## config.mk

```make
export PLATFORM = sky130hd
export DESIGN_NAME = imem_fetch_arb
export DESIGN_NICKNAME = d
export VERILOG_FILES = /design/src/rtl/imem_fetch_arb.sv
export SDC_FILE = /design/constraint.sdc
export NUM_CORES = 1
export LEC_CHECK = 0
export CAP_MARGIN = 5
export CORE_MARGIN = 2
export CORE_UTILIZATION = 43
export DETAILED_ROUTE_END_ITERATION = 12
export HOLD_SLACK_MARGIN = 0.02
export PLACE_DENSITY = 0.8
export SLEW_MARGIN = 10
export SYNTH_ARGS = -nofsm -noshare
export SYNTH_HDL_FRONTEND = slang
export SYNTH_SLANG_ARGS = --single-unit
```

## constraint.sdc

```tcl
create_clock -name clk -period 2.5 [get_ports clk]
set_clock_uncertainty 0.15 [all_clocks]
set_input_delay 0.5 -clock clk [delete_from_list [all_inputs] [get_ports clk]]
set_output_delay 0.5 -clock clk [all_outputs]
set_load 0.02 [all_outputs]
```

## src/rtl/imem_fetch_arb.sv

```systemverilog
// Arbitrates the single combinational instruction memory between CPU fetch and a debug
// read-back port; CPU has priority, with a starvation counter forcing debug through.
module imem_fetch_arb #(
    parameter int ADDR_W     = 11,
    parameter int DATA_W     = 32,
    parameter int STARVE_MAX = 4
) (
    input  logic              clk,
    input  logic              rst_n,
    input  logic              cpu_req,
    input  logic [ADDR_W-1:0] cpu_addr,
    output logic              cpu_gnt,
    output logic              cpu_rvalid,
    output logic [DATA_W-1:0] cpu_rdata,
    input  logic              dbg_req,
    input  logic [ADDR_W-1:0] dbg_addr,
    output logic              dbg_gnt,
    output logic              dbg_rvalid,
    output logic [DATA_W-1:0] dbg_rdata,
    output logic              im_r,
    output logic [ADDR_W-1:0] im_addr,
    input  logic [DATA_W-1:0] im_data
);

    typedef enum logic [1:0] {
        IDLE,
        CPU_RD,
        DBG_RD
    } state_t;

    localparam logic [3:0] STARVE_LIM = 4'(STARVE_MAX);

    state_t            state;
    logic [3:0]        starve_cnt;
    logic [ADDR_W-1:0] last_addr;
    logic              force_dbg;

    // Grants are gated by rst_n so every output reads zero the moment reset asserts.
    always_comb begin
        force_dbg = dbg_req && (starve_cnt == STARVE_LIM);
        dbg_gnt   = rst_n && dbg_req && (!cpu_req || force_dbg);
        cpu_gnt   = rst_n && cpu_req && !dbg_gnt;
        im_r      = cpu_gnt || dbg_gnt;
        if (cpu_gnt) begin
            im_addr = cpu_addr;
        end else if (dbg_gnt) begin
            im_addr = dbg_addr;
        end else begin
            im_addr = last_addr;
        end
    end

    // State records last cycle's owner, so rvalid is simply a decode of it.
    assign cpu_rvalid = (state == CPU_RD);
    assign dbg_rvalid = (state == DBG_RD);

    always_ff @(posedge clk or negedge rst_n) begin
        if (!rst_n) begin
            state      <= IDLE;
            starve_cnt <= 4'd0;
            last_addr  <= '0;
            cpu_rdata  <= '0;
            dbg_rdata  <= '0;
        end else begin
            if (cpu_gnt) begin
                state     <= CPU_RD;
                cpu_rdata <= im_data;
            end else if (dbg_gnt) begin
                state     <= DBG_RD;
                dbg_rdata <= im_data;
            end else begin
                state <= IDLE;
            end
            if (im_r) begin
                last_addr <= im_addr;
            end
            // A waiting debug request can only lose to a CPU grant, so counting here is safe.
            if (!dbg_req || dbg_gnt) begin
                starve_cnt <= 4'd0;
            end else if (cpu_gnt && (starve_cnt != STARVE_LIM)) begin
                starve_cnt <= starve_cnt + 4'd1;
            end
        end
    end

endmodule

```

* Yosys cells after proc, flatten, opt, wreduce, memory -nomap -nowiden *
Cells that the tools add are included.

storage, ports and cells
  bits in registers = 81
  output and inout port bits = 80
  logic and storage cells = 31

operators by class
  add/subtract/negate cells = 1
  equality and inequality tests = 4
  multiplexer cells = 6
  bitwise gates (word level) = 1
  reductions and logical operators = 14

operator list
  operator                                                                 count
  11-bit two-way mux                                                       2
  4-bit two-way mux                                                        2
  1-bit logical AND                                                        6
  4-bit by 1-bit adder with 4-bit output, second input constant            1
  4-bit by 3-bit equality test with 1-bit output, second input constant    1
  2-bit two-way mux                                                        2
  4-bit by 3-bit inequality test with 1-bit output, second input constant  1
  1-bit zero test                                                          3
  1-bit logical OR                                                         3
  2-bit by 1-bit equality test with 1-bit output, second input constant    1
  2-bit equality test, second input constant                               1
  2-bit AND reduction                                                      1
  2-bit nonzero test                                                       1
  1-bit inverter                                                           1

* Logic depth before layout (Yosys ltp) *
Gate-level depths: netlist of the first run.

  word-level depth = 9
  gate-level depth with buffers = 7

* Least setup slack after synthesis of the first run *
Ideal clock, no wire load.

  path type = register -> output
  start = register starve_cnt[0]
  end = output port im_addr[1]
  arrival time = 1.673 ns
  required time = 1.850 ns
  setup slack = 0.177 ns
  stages on the path, launching flop included = 8
  path through = dfrtp_1 inv_1 ha_1 nand3b_4 o211a_1 buf_6 buf_6 a221o_1

on the way
  word-level cells in the longest chain between the ends = 7
  elaborated cells between the ends (all ways) = 8

RTL lines
  item                                            line  RTL
  start, declared                                 34    logic [3:0] starve_cnt;
  start signal, assigned                          81    starve_cnt <= starve_cnt + 4'd1;
  4-bit by 3-bit equality test with 1-bit output  40    force_dbg = dbg_req && (starve_cnt == STARVE_LIM);
  1-bit logical AND                               40
  1-bit logical OR                                41    dbg_gnt = rst_n && dbg_req && (!cpu_req || force_dbg);
  1-bit logical AND                               41
  1-bit zero test                                 42    cpu_gnt = rst_n && cpu_req && !dbg_gnt;
  1-bit logical AND                               42
  named net cpu_gnt                               12    output logic cpu_gnt,
  11-bit two-way mux                              44    if (cpu_gnt) begin
  end, declared                                   21    output logic [ADDR_W-1:0] im_addr,

The timed path passes the listed nets, and every way through them passes these cells.

* Worst setup path after layout of the first run *
  start = register starve_cnt[0]
  end = output port im_addr[10]

on the way
  word-level cells in the longest chain between the ends = 7
  elaborated cells between the ends (all ways) = 8

RTL lines
  item                                              line
  4-bit by 3-bit equality test with 1-bit output *  40
  1-bit logical AND *                               40
  1-bit logical OR *                                41
  1-bit logical AND *                               41
  1-bit zero test                                   42
  1-bit logical AND                                 42
  11-bit two-way mux *                              44

Every way passes the cells marked *; elsewhere a longest branch is shown, timed or not.

==> flow_summary_export.csv, run 1 <==
group,metric,value,unit
cts,insertion_delay,340,ps
sta,period_share,104,%
setup_path,crit_type,"flip-flop to output pin",
global_routing,grt-ovfl-total,0,
pwr,leakage,0.00236,uW
finish,final_layout_size_suffix_gt1_share,33.6,%
yosys,synth_top_family_by_area,"multiplexers",
sta,rsz0062_at_grt,"true",
place,gp_congestion,0.798,
floorplanning,die_h,93.7,um
sta,relSlewSlack,68.1,%
global_routing,grt_max_degree,40,
yosys,syn-mean-instance-area,15.7,sq um
place,pre_cts_ws,-455,ps
sta,fin_ws,-93.6,ps
hold_path,hp-class,"input pin to async pin",
finish,fillers,573,
setup_path,cp_cell_sequence,"inv_2, ha_4, nand3b_4, o211a_4, buf_4, a221o_1, buf_6",
sta,fmax,0.386,GHz
sta,min_period,2590,ps
pwr,pwr_density_cell,715,nW/um^2
drt,drt_iter0_markers,69,
floorplanning,dieWidth,93.7,um
flow_run,cap_violations,0,
yosys,syn_nets,281,
place,numPortBuffers,137,
drt,routed_wl,8.43,mm
finish,stdcell_count,501,
cts,htree_levels,3,
place,placed_cells,472,
yosys,synth_area,3460,sq um
setup_path,crit_path_end_kind,"output pin",
finish,num_antenna_cells,0,
yosys,yosysWarnings,0,
global_routing,grt_use_total,20.0,%
yosys,async_flop_share,100,%
cts,cts_buffer_depth,2,
cts,cts.sink_count,81,
drt,drc,0,
setup_path,worstPathMaxFanout,5,
drt,ant_nets,0,
drt,dr.pass1.iters,4,
yosys,synth_fa_ha_area_share,0.723,%
status,status,"complete, but fails checks",
drt,vias,2523,
yosys,ys_seq_area_share,58.5,%
setup_path,critPathBufInv,3,
setup_path,cp-start-kind,"flip-flop",
place,hpwl,6.11,mm
floorplanning,pin_count,138,
cts,root_buffer,"clkbuf_8",
setup_path,cp_top_family,"compound AO/OA/AOI/OAI gates",
cts,clk_pin_slew,80,ps
drt,vias_per_cell,5.04,
sta,hold_violations,0,
drt,wl_per_cell,16.8,um
yosys,synth-compound-area-share,8.31,%
pwr,irDropWorstVdd,460,uV
sta,setup_viol,11,
yosys,ys.flop_type,"dfrtp_1",
status,failed_checks,"negative setup slack",
cts,cts_tree,"built",
yosys,synth_mux_area_share,23.7,%
global_routing,grt_pass1_wl,13.4,mm
floorplanning,num_rows,32,
floorplanning,dieArea,8790,sq um
finish,areaGrowthSynthToFinish,56.0,%
yosys,synth_edf_count,0,
floorplanning,start_util,44.6,%
yosys,yosysUniqueCellTypes,26,
setup_path,max_stage_delay,400,ps
sta,worst_slew_pin_slew,479,ps
setup_path,slowest_stage,"dfrtp_1",
yosys,synthXorXnorAreaFrac,0,%
finish,nets,454,
yosys,syn_inst,221,
setup_path,crit_arrival,1940,ps
floorplanning,core_area,7770,sq um
yosys,ys_ff_latch,81,
yosys,synth-simple-area-share,4.99,%
global_routing,grt_pass1_vias,2735,
global_routing,antenna_found_initial,0,
cts,cts_inserted_buffers,9,
sta,slew_violations,0,
setup_path,required,1850,ps
==> power by group <==
| group | switching [uW] | internal, uW |
|---|---|---|
| combinational | 530 | 676 |
| clock | 453 | 592 |
| sequential | 104 | 1510 |
==> synth_stat cells (2+ instances only) <==
| master | n | area, sq um |
|---|---|---|
| nand4b_1 | 3 | 26.3 |
| nor2b_1 | 3 | 18.8 |
| mux2_1 | 2 | 22.5 |
| nand3_1 | 2 | 10.0 |
| dfrtp_1 | 81 | 2030 |
| and2_1 | 11 | 68.8 |
| buf_4 | 3 | 22.5 |
| inv_1 | 4 | 15.0 |
| a221o_1 | 22 | 220 |
| nand2_1 | 4 | 15.0 |
| mux2_2 | 35 | 394 |
| mux2_4 | 27 | 405 |
| ha_1 | 2 | 25.0 |
| a31oi_1 | 2 | 12.5 |
| buf_6 | 6 | 67.6 |
| buf_2 | 4 | 20.0 |
==> routing by layer <==
metal / global-route usage [%] / part of all wire (%)
met1: 25.0 / 42
met3: 4.90 / 7.1
met2: 32.9 / 49
met5: 0 / 0
met4: 8.94 / 2.3
==> kinds of logic (layout without fill, tap and decap cells) <==
group,count (synthesis),count (layout)
multiplexers,64,64
flip-flops,81,81
buffers and inverters,18,196
AND/OR/NAND/NOR,26,26
AO/OA/AOI/OAI,30,30
adder cells (fa/ha/maj),2,2
==> worst paths after layout <==
| check | from | to | slack [ps] | cells past startpoint |
|---|---|---|---|---|
| worst max-delay path | starve_cnt[0] | im_addr[10] | -90 | 7 |
| worst min-delay path | rst_n | cpu_rdata[12] | 50 | 2 |
| worst max register to register | starve_cnt[0] | cpu_rdata[30] | 180 | 10 |
| worst min register to register | dbg_rdata[30] | dbg_rdata[30] | 350 | 1 |
| max in group asynchronous | rst_n | dbg_rdata[17] | 1420 | 3 |
| min in group clk | dbg_rdata[30] | dbg_rdata[30] | 350 | 1 |
==> worst register-to-register path: cells and delay by family, from the launching register on <==
kind	cells	cell delay, ps
buffers and inverters	6	810
DFF	1	400
muxes	1	330
AOI/OAI and AO/OA	1	270
adders and majority gates	1	150
and+or+nand+nor	1	90
==> registers in the layout, summed over array words and instances, names as in the netlist <==
name        cells
state           2
starve_cnt      4
cpu_rdata      32
last_addr      11
dbg_rdata      32
==> per-stage QoR <==
stage | power [uW] | cell area, sq um | TNS (ps) | hold slack [ps] | util [%]
floorplan | 2190 | 3460 | 0 | 54.4 | -
detailed placement | 2820 | 5060 | -5550 | 340 | 65.2
global route | 4050 | 5400 | -1490 | 70.5 | 69.6
CTS | 3900 | 5360 | -1040 | 46.0 | 69.0
finish | 3860 | 5400 | -707 | 52.5 | 69.6
global placement | 2790 | 5060 | -4940 | 319 | 65.2
==> cells in the final DEF, fill, tap and decap left out, drive strengths merged, types with 4 or more instances in the layout <==
cell	n
clkdlybuf4s50	121
dfrtp	81
mux2	64
buf	50
a221o	22
clkbuf	14
and2	11
nand2	4
inv	4
==> final cells by class <==
class                   instances  area [sq um]  share of cell area [%]
flip-flops and latches         81          2030                    37.5
repair buffers                176          1690                    31.2
multi-input cells             122          1330                    24.6
clock buffers                  12           145                    2.69
well taps                     102           128                    2.36
clock inverters                 4          76.3                    1.41
inverters                       4          15.0                   0.278
==> repair_timing <==
item | CTS | global route
pin swaps | 4 | 5
gates resized for setup | 77 | 6
setup buffers | 6 | 6
hold buffers | 1 | 0
hold endpoints to repair | 13 | 0
gates cloned | 0 | 0
endpoints found under the setup margin | 14 | 13
No activity file was read; power rests on OpenSTA's default activity.
==> inputs of run 2 (changes only) <==
--- a/config.mk
+++ b/config.mk
@@ -10,7 +10,7 @@
 export CORE_UTILIZATION = 43
 export DETAILED_ROUTE_END_ITERATION = 12
 export HOLD_SLACK_MARGIN = 0.02
-export PLACE_DENSITY = 0.8
+export PLACE_DENSITY = 0.86
 export SLEW_MARGIN = 10
 export SYNTH_ARGS = -nofsm -noshare
 export SYNTH_HDL_FRONTEND = slang
==> run 2 against run 1 <==
Net effect: critical endpoint is now im_addr[8]; wire length grew 2.5%; the run still ends with negative setup slack left; sequential share of layout area grew 0.42 points; clock power shrank 10%; highest routed layer unchanged; sequential power about the same; critical path depth stayed put.
==> flow_summary_export.csv, run 2 (synthesis results as in run 1) <==
group,metric,value,unit
status,status,"complete, but fails checks",
finish,mostFrequentLayoutCells,"clkdlybuf4s50_1 (121), dfrtp_1 (81), mux2_2 (35)",
flow_run,cap_violations,0,
global_routing,grt_max_degree,48,
pwr,netSwitchingPower,1090,uW
finish,fin_util,68.8,%
cts,cts_tree,"built",
pwr,p_clk_share,25.1,%
pwr,irDropWorstVdd,384,uV
setup_path,crit_arrival,1930,ps
place,numPortBuffers,137,
finish,final_layout_size_suffix_gt1_share,33.1,%
setup_path,cp-start-kind,"flip-flop",
cts,htree_levels,3,
finish,reg.largest.list,"cpu_rdata x32, dbg_rdata x32, last_addr x11",
sta,rsz0062_at_grt,"true",
pwr,total_power,3760,uW
drt,vias,2527,
finish,num_antenna_cells,0,
setup_path,critPathBufInv,3,
global_routing,grt_pass1_vias,2690,
global_routing,gr-usage-met2,33.4,%
global_routing,gr-max-usage-layer,"met2",
cts,root_buffer,"clkbuf_8",
setup_path,cp_top_family,"compound AO/OA/AOI/OAI gates",
sta,worst_slew_pin_slew,555,ps
place,pre_cts_ws,-450,ps
setup_path,required,1850,ps
pwr,seq_power_share,42.8,%
cts,cts_inserted_buffers,9,
floorplanning,pin_count,138,
drt,dr.pass1.iters,4,
setup_path,cp_cell_sequence,"inv_2, ha_4, nand3b_4, o211a_4, buf_4, a221o_1, buf_6",
finish,nets,448,
place,hpwl,6.06,mm
setup_path,slowest_stage,"dfrtp_1",
global_routing,grt_use_total,19.5,%
sta,min_period,2580,ps
sta,period_share,103,%
sta,relSlewSlack,63.0,%
global_routing,met1_usage,23.0,%
drt,drt_iter0_markers,38,
sta,fin_ws,-80.5,ps
sta,fmax,0.388,GHz
pwr,leakage,0.00232,uW
global_routing,grt_pass1_wl,13.3,mm
setup_path,crit_path_end_kind,"output pin",
place,gp_congestion,0.737,
setup_path,worstPathMaxFanout,4,
status,failed_checks,"negative setup slack",
global_routing,antenna_found_initial,0,
setup_path,r2r_setup_slack,250,ps
floorplanning,start_util,44.6,%
pwr,pwr_density_cell,704,nW/um^2
drt,ant_nets,0,
hold_path,hp-class,"input pin to async pin",
global_routing,grt_use_met3,5.78,%
finish,areaGrowthSynthToFinish,54.3,%
finish,stdcell_count,495,
setup_path,crit_type,"flip-flop to output pin",
setup_path,rr_worst_depth,9,
setup_path,max_stage_delay,400,ps
sta,setup_viol,11,
global_routing,grt-ovfl-total,0,
sta,slew_violations,0,
drt,routed_wl,8.64,mm
cts,cts.sink_count,81,
drt,vias_per_cell,5.11,
floorplanning,dieWidth,93.7,um
pwr,power_frac_comb,32.1,%
floorplanning,dieArea,8790,sq um
cts,cts_buffer_depth,2,
cts,insertion_delay,340,ps
cts,clk_pin_slew,80,ps
pwr,internal_power,2670,uW
drt,wl_per_cell,17.4,um
place,placed_cells,467,
drt,drc,0,
floorplanning,die_h,93.7,um
floorplanning,num_rows,32,
pwr,p_sw_share,29.1,%
sta,hold_violations,0,
finish,mostFrequentLayoutCell,"clkdlybuf4s50_1",
setup_path,timing.rr.end,"cpu_rdata[16]",
floorplanning,core_area,7770,sq um
setup_path,reg2reg_from,"starve_cnt[0]",
## run 2: cell count changes in the layout (fill, tap and decap cells not counted)
cell	change
bufinv_16	-1
clkinv_2	+2
clkinvlp_4	+1
clkinv_4	-1
dlygate4sd3_1	-1
buf_12	+1
buf_4	-6
clkbuf_1	-1
## run 2: worst max path at each step
stage | start | end | slack (ps) | cells past startpoint
after detailed placement | dbg_req | im_addr[8] | -450 | 5
after CTS | starve_cnt[1] | im_addr[6] | -120 | 7
after floorplan | starve_cnt[0] | im_addr[1] | 180 | 7
after global placement | dbg_req | im_addr[4] | -400 | 5
after global routing | starve_cnt[0] | im_addr[2] | -150 | 7
final | starve_cnt[0] | im_addr[8] | -80 | 7
## run 2: timing repair
| item | CTS | global route |
|---|---|---|
| pin swaps | 3 | 6 |
| endpoints found under the setup margin | 14 | 13 |
| setup buffers | 5 | 7 |
| resized for setup | 73 | 10 |
| hold buffers | 0 | 0 |
| hold endpoints to repair | 0 | 0 |
## run 2: power groups by stage
| stage | logic (uW) | registers [uW] | clock network (uW) |
|---|---|---|---|
| after CTS | 1200 | 1610 | 969 |
| final | 1210 | 1610 | 945 |
| after global placement | 1160 | 1620 | 0 |
| after floorplan | 350 | 1840 | 0 |
| after detailed placement | 1180 | 1630 | 0 |
| after global routing | 1270 | 1640 | 1030 |
## run 2: cell type report
type / instances / area (sq um)
tap: 102 / 128
timing repair buffer: 170 / 1650
inverter: 4 / 15.0
multi-input combinational: 122 / 1330
clock inverter: 5 / 55.1
fill: 561 / 2420
sequential: 81 / 2030
clock buffer: 11 / 141
## run 2: worst register-to-register path: cells and delay by family (launching register included)
family / cells / cell delay (ps)
buffers and inverters: 5 / 730
flip-flops: 1 / 400
multiplexers: 1 / 360
AO/OA/AOI/OAI: 1 / 270
adder cells (fa/ha/maj): 1 / 150
AND/OR/NAND/NOR: 1 / 90
## run 2: through the flow
stage                     hold slack (ps)  instance area, sq um  setup TNS, ps
after floorplan                      54.4                  3460              0
after global placement                320                  5020          -4750
after detailed placement              341                  5020          -5280
after CTS                             111                  5270           -875
after global routing                  151                  5340          -1360
final                                 115                  5340           -725
## run 2: per-layer routing
layer	share of wire [%]	vias up	wire length, um
li1	-	1150	-
met5	0	-	0
met1	41	1266	3530
met3	8.4	13	727
met4	1.6	0	134
met2	49	98	4240
